**config.mk**
```make
export PLATFORM = sky130hd
export DESIGN_NAME = extremum_scan_engine
export DESIGN_NICKNAME = d
export VERILOG_FILES = /design/src/rtl/extremum_scan_engine.sv
export SDC_FILE = /design/constraint.sdc
export NUM_CORES = 1
export LEC_CHECK = 0
export CORE_ASPECT_RATIO = 0.5
export CORE_MARGIN = 5
export CORE_UTILIZATION = 30
export CTS_CLUSTER_SIZE = 12
export DETAILED_ROUTE_END_ITERATION = 12
export HOLD_SLACK_MARGIN = 0.15
export REMOVE_ABC_BUFFERS = 1
export SYNTH_ARGS = -nofsm -noshare
export SYNTH_HDL_FRONTEND = slang
export SYNTH_SLANG_ARGS = --single-unit
```
**constraint.sdc**
```tcl
create_clock -name clk -period 4.2 [get_ports clk]
set_input_delay 0.84 -clock clk [delete_from_list [all_inputs] [get_ports clk]]
set_output_delay 0.84 -clock clk [all_outputs]
set_load 0.01 [all_outputs]
```
**src/rtl/extremum_scan_engine.sv**
```systemverilog
// extremum_scan_engine
//   Scans a contiguous array in data memory and reports the maximum or
//   minimum element together with its offset from the base address.
//   The engine shares the DataMem read port with the processor; while busy
//   is high the processor must not issue reads.
//
// Ports
//   clk, rst        rising-edge clock, asynchronous active-high reset
//   start           one-cycle request, only looked at in IDLE
//   baseAddr        word address of element 0 (captured at start)
//   length          number of elements (captured at start)
//   findMin         0 = maximum, 1 = minimum (captured at start)
//   signedCmp       1 = two's-complement compare, 0 = unsigned (captured)
//   memAddress      read address to DataMem (0 outside SCAN)
//   MemRead         read strobe, high only in SCAN
//   memReadData     read data, valid the cycle after its address/MemRead
//   busy            high in SCAN and DRAIN
//   done            one-cycle completion pulse
//   extVal          extremum value, held until the next accepted start
//   extIndex        offset of the extremum from baseAddr
//   lenErr          last request had length == 0
//   dbgState        current FSM state (IDLE=0, SCAN=1, DRAIN=2, DONE=3)
//
// Handshake: a request is accepted on the rising edge where start is high
// and the engine is in IDLE; any other start is dropped, never queued.
// Completion is signalled by done for exactly one cycle. On the memory side
// every cycle with MemRead high is one read, and its data is taken from
// memReadData in the following cycle with no stall.
module extremum_scan_engine #(
  parameter int DATA_W = 16,
  parameter int ADDR_W = 12,
  parameter int LEN_W  = 12
) (
  input  logic              clk,
  input  logic              rst,
  input  logic              start,
  input  logic [ADDR_W-1:0] baseAddr,
  input  logic [LEN_W-1:0]  length,
  input  logic              findMin,
  input  logic              signedCmp,
  output logic [ADDR_W-1:0] memAddress,
  output logic              MemRead,
  input  logic [DATA_W-1:0] memReadData,
  output logic              busy,
  output logic              done,
  output logic [DATA_W-1:0] extVal,
  output logic [LEN_W-1:0]  extIndex,
  output logic              lenErr,
  output logic [1:0]        dbgState
);

  typedef enum logic [1:0] {
    S_IDLE  = 2'd0,
    S_SCAN  = 2'd1,
    S_DRAIN = 2'd2,
    S_DONE  = 2'd3
  } state_t;

  state_t              state;
  logic [LEN_W-1:0]    issue_idx;   // index of the address currently driven
  logic [LEN_W-1:0]    last_idx;    // captured length - 1
  logic [LEN_W-1:0]    elem_idx;    // index of the element on memReadData
  logic                elem_valid;  // memReadData carries an element this cycle
  logic                cap_min;
  logic                cap_signed;
  logic [DATA_W-1:0]   run_val;
  logic [LEN_W-1:0]    run_idx;

  logic                better;
  logic                take;
  logic [DATA_W-1:0]   nxt_val;
  logic [LEN_W-1:0]    nxt_idx;

  assign dbgState = state;

  // Strict comparison so that ties keep the lower index. Element 0 always
  // seeds the running value regardless of what the registers held before.
  always_comb begin
    better = 1'b0;
    if (cap_signed) begin
      if (cap_min) better = $signed(memReadData) < $signed(run_val);
      else         better = $signed(memReadData) > $signed(run_val);
    end else begin
      if (cap_min) better = memReadData < run_val;
      else         better = memReadData > run_val;
    end
    take    = (elem_idx == '0) || better;
    nxt_val = take ? memReadData : run_val;
    nxt_idx = take ? elem_idx : run_idx;
  end

  always_ff @(posedge clk or posedge rst) begin
    if (rst) begin
      state      <= S_IDLE;
      memAddress <= '0;
      MemRead    <= 1'b0;
      busy       <= 1'b0;
      done       <= 1'b0;
      extVal     <= '0;
      extIndex   <= '0;
      lenErr     <= 1'b0;
      issue_idx  <= '0;
      last_idx   <= '0;
      elem_idx   <= '0;
      elem_valid <= 1'b0;
      cap_min    <= 1'b0;
      cap_signed <= 1'b0;
      run_val    <= '0;
      run_idx    <= '0;
    end else begin
      done       <= 1'b0;
      elem_valid <= 1'b0;
      if (elem_valid) begin
        run_val <= nxt_val;
        run_idx <= nxt_idx;
      end
      case (state)
        S_IDLE: begin
          if (start) begin
            cap_min    <= findMin;
            cap_signed <= signedCmp;
            if (length == '0) begin
              state    <= S_DONE;
              done     <= 1'b1;
              extVal   <= '0;
              extIndex <= '0;
              lenErr   <= 1'b1;
            end else begin
              state      <= S_SCAN;
              busy       <= 1'b1;
              MemRead    <= 1'b1;
              memAddress <= baseAddr;
              issue_idx  <= '0;
              last_idx   <= length - LEN_W'(1);
            end
          end
        end
        S_SCAN: begin
          // The address on the bus this cycle returns data next cycle.
          elem_valid <= 1'b1;
          elem_idx   <= issue_idx;
          if (issue_idx == last_idx) begin
            state      <= S_DRAIN;
            MemRead    <= 1'b0;
            memAddress <= '0;
          end else begin
            memAddress <= memAddress + ADDR_W'(1);  // wraps modulo 2^ADDR_W
            issue_idx  <= issue_idx + LEN_W'(1);
          end
        end
        S_DRAIN: begin
          // Final element is on memReadData now; publish the result in one step.
          state    <= S_DONE;
          busy     <= 1'b0;
          done     <= 1'b1;
          extVal   <= nxt_val;
          extIndex <= nxt_idx;
          lenErr   <= 1'b0;
        end
        S_DONE: begin
          state <= S_IDLE;
        end
        default: state <= S_IDLE;
      endcase
    end
  end

endmodule

```
==> metrics.csv <==
metric;value;unit
clock_sinks;113;
initial_core_util;30.3;%
hold_violations;0;
maxSlewViolCount;0;
syn_area;6510;µm²
antenna_left;0;
fp.dieH;114;µm
drv_cap;0;
timing.fmax;270;MHz
synth_xor_area_share;3.23;%
synth_common_cells;dfrtp_1, nand2_1, mux2_2;
gp_congestion;0.781;
yosys.cell_count.top_type;dfrtp_1;
antenna_found_initial;0;
synth_compound_area_share;16.3;%
place_hpwl;12.5;mm
worstPathMaxFanout;16;
startpoint;memReadData[15];
dp_cells;1033;
pin_count;91;
cp-start-kind;primary input;
ys_warn_count;0;
fin_crit_sh;88.1;%
dieWidth;218;µm
post_cts_buffers;0;
synth_top_family_by_area;simple AND/OR/NAND/NOR gates;
synth_fa_ha_area_share;4.23;%
synthArstFlopShare;100;%
fin_skew;0.00793;ns
min-delay-start;extVal[7]$_DFFE_PP0P_;
grt_pass1_vias;5874;
drtPass1Iterations;4;
stdcell_count;1063;
grt_remaining_overflow;0;
ys.flop_type;dfrtp_1;
synth.area.top_cells;dfrtp_1, mux2_2, ha_1;
path_clk_slew;0.05;ns
max-vdd-ir-drop;0.000321;V
max_slew.worst_pin.slew;1.02;ns
clkLatencyLatePin;0.41;ns
status;finished, final reports clean;
path_class;in -> reg;
setup_tns;0;ns
synth-seq-cells;113;
cts_made_buffers;17;
fp.dieArea;24900;µm²
grt_max_degree;63;
grt-busiest-layer;met2;
met2_usage;25.3;%
coreArea;21500;µm²
final_layout_size_suffix_gt1_share;15.7;%
cp.arrival;3.99;ns
synth_edf_count;0;
final_core_util;39.3;%
cts_hold_buf;0;
crit_required;4.49;ns
cts_tree;done;
routed_via_density;5.12;
setup_viol;0;
clock_path_buffers;2;
grtUsageMet1;19.0;%
synth_top_area_share;43.4;%
drc;0;
synth_area_leader_cell;dfrtp_1;
vias;5447;
n_fill_cell;2138;
relSlewSlack;32.2;%
portBuffers;90;
n_antenna_cell;0;
crit_path_end_kind;flop;
grt_use_total;14.8;%
drt_iter0_drc;243;
hp-class;reg -> reg;
ctsResizeCount;0;
syn2layout_area_growth;29.8;%
drt_wl_total;17.9;mm
power_density;734;nW/µm²
yosys.area_share.simple;16.7;%
wire_per_inst;16.8;µm
synth_mux_area_share;12.3;%
nets;819;
synth_cell_types;52;
syn_avg_cell_area;10.0;µm²
rsz0062_at_grt;no;
htreeDepth;4;
rows;38;
grt_use_met3;3.80;%
grt_pass1_wl;30.1;mm
leakage;3.58;nW
r2r_start;run_val[15]$_DFFE_PP0P_;
ys_seq_area_share;43.4;%
root_buffer;clkbuf_16;
netlist_instances;651;
period_minus_slack;3.70;ns
[routing by layer]
metal | share of wire (%) | vias up
met4 | 1.0 | 0
met2 | 48 | 95
met5 | 0 | -
li1 | - | 2617
met1 | 47 | 2719
met3 | 4.2 | 16
[layout make-up]
| class | instances | area (µm²) | share of cell area [%] |
|---|---|---|---|
| Tap cell | 300 | 375 | 4.44 |
| Clock inverter | 5 | 100 | 1.19 |
| Sequential cell | 113 | 2830 | 33.5 |
| Inverter | 27 | 104 | 1.23 |
| Clock buffer | 25 | 505 | 5.98 |
| Multi-Input combinational cell | 478 | 3450 | 40.8 |
| Timing Repair Buffer | 115 | 1090 | 12.9 |
[kinds of logic (layout without fill, tap and decap cells)]
| kind of cell | count (synthesis) | in the layout |
|---|---|---|
| simple gates | 212 | 212 |
| compound gates | 147 | 147 |
| flops | 113 | 113 |
| mux | 73 | 73 |
| buf+inv | 60 | 172 |
| xor+xnor | 24 | 24 |
| fa+ha+maj | 22 | 22 |
[worst max-delay path, cell delays in order]
cell,delay (ns)
clkdlybuf4s50_1,0.49
ha_1,0.37
nand4_1,0.14
or3_4,0.42
a211o_1,0.31
and4_1,0.31
o21a_1,0.25
o31ai_4,0.19
buf_4,0.30
mux2_2,0.37
[through the flow]
stage / cell area (µm²) / hold WS, ns / power (mW) / setup WS [ns]
final: 8450 / 0.476 / 6.20 / 0.501
after global routing: 8450 / 0.512 / 6.66 / 0.350
after CTS: 8450 / 0.483 / 6.28 / 0.482
after detailed placement: 7840 / 0.471 / 4.73 / 0.0613
after global placement: 7840 / 0.462 / 4.67 / 0.137
after floorplan: 6360 / 0.469 / 3.53 / 0.327
[state kept, by name, summed over array words and instances (netlist names)]
register / cells
extVal: 16
run_idx: 12
elem_idx: 12
elem_valid: 1
memAddress: 12
MemRead: 1
last_idx: 12
done: 1
cap_min: 1
run_val: 16
extIndex: 12
lenErr: 1
busy: 1
issue_idx: 12
dbgState: 2
cap_signed: 1
[power by group]
part           switching [mW]  total [mW]  internal (mW)
registers               0.298        1.74           1.44
clock network           0.495        1.50           1.00
logic                    1.63        2.96           1.33
total                    2.42        6.20           3.78
[cell usage in the layout (no fill, tap or decap), types with 9 or more instances in the layout]
cell type,instances
a21oi_1,16
xor2_1,14
nor3_1,20
dfrtp_1,113
nand3_1,13
nor4_1,22
mux2_2,57
o221ai_1,23
nand2_1,68
o21a_1,21
and3_1,12
or3_1,10
clkdlybuf4s50_1,90
xnor2_1,10
mux2i_1,16
buf_4,25
inv_1,26
o211ai_1,10
o31ai_1,16
o21ai_0,32
nor2_1,28
ha_1,22
and2_1,9
clkbuf_16,17
[worst paths after layout]
path / slack (ns) / depth (start not counted) / to
setup / recovery: 0.50 / 10 / run_val[14]$_DFFE_PP0P_
hold / removal: 0.48 / 2 / extVal[7]$_DFFE_PP0P_
setup reg to reg: 1.02 / 10 / run_val[14]$_DFFE_PP0P_
hold reg to reg: 0.48 / 2 / extVal[7]$_DFFE_PP0P_
max in group asynchronous: 2.47 / 3 / extVal[8]$_DFFE_PP0P_
min in group asynchronous: 0.94 / 2 / extIndex[7]$_DFFE_PP0P_
(Power assumes the default switching activity.)
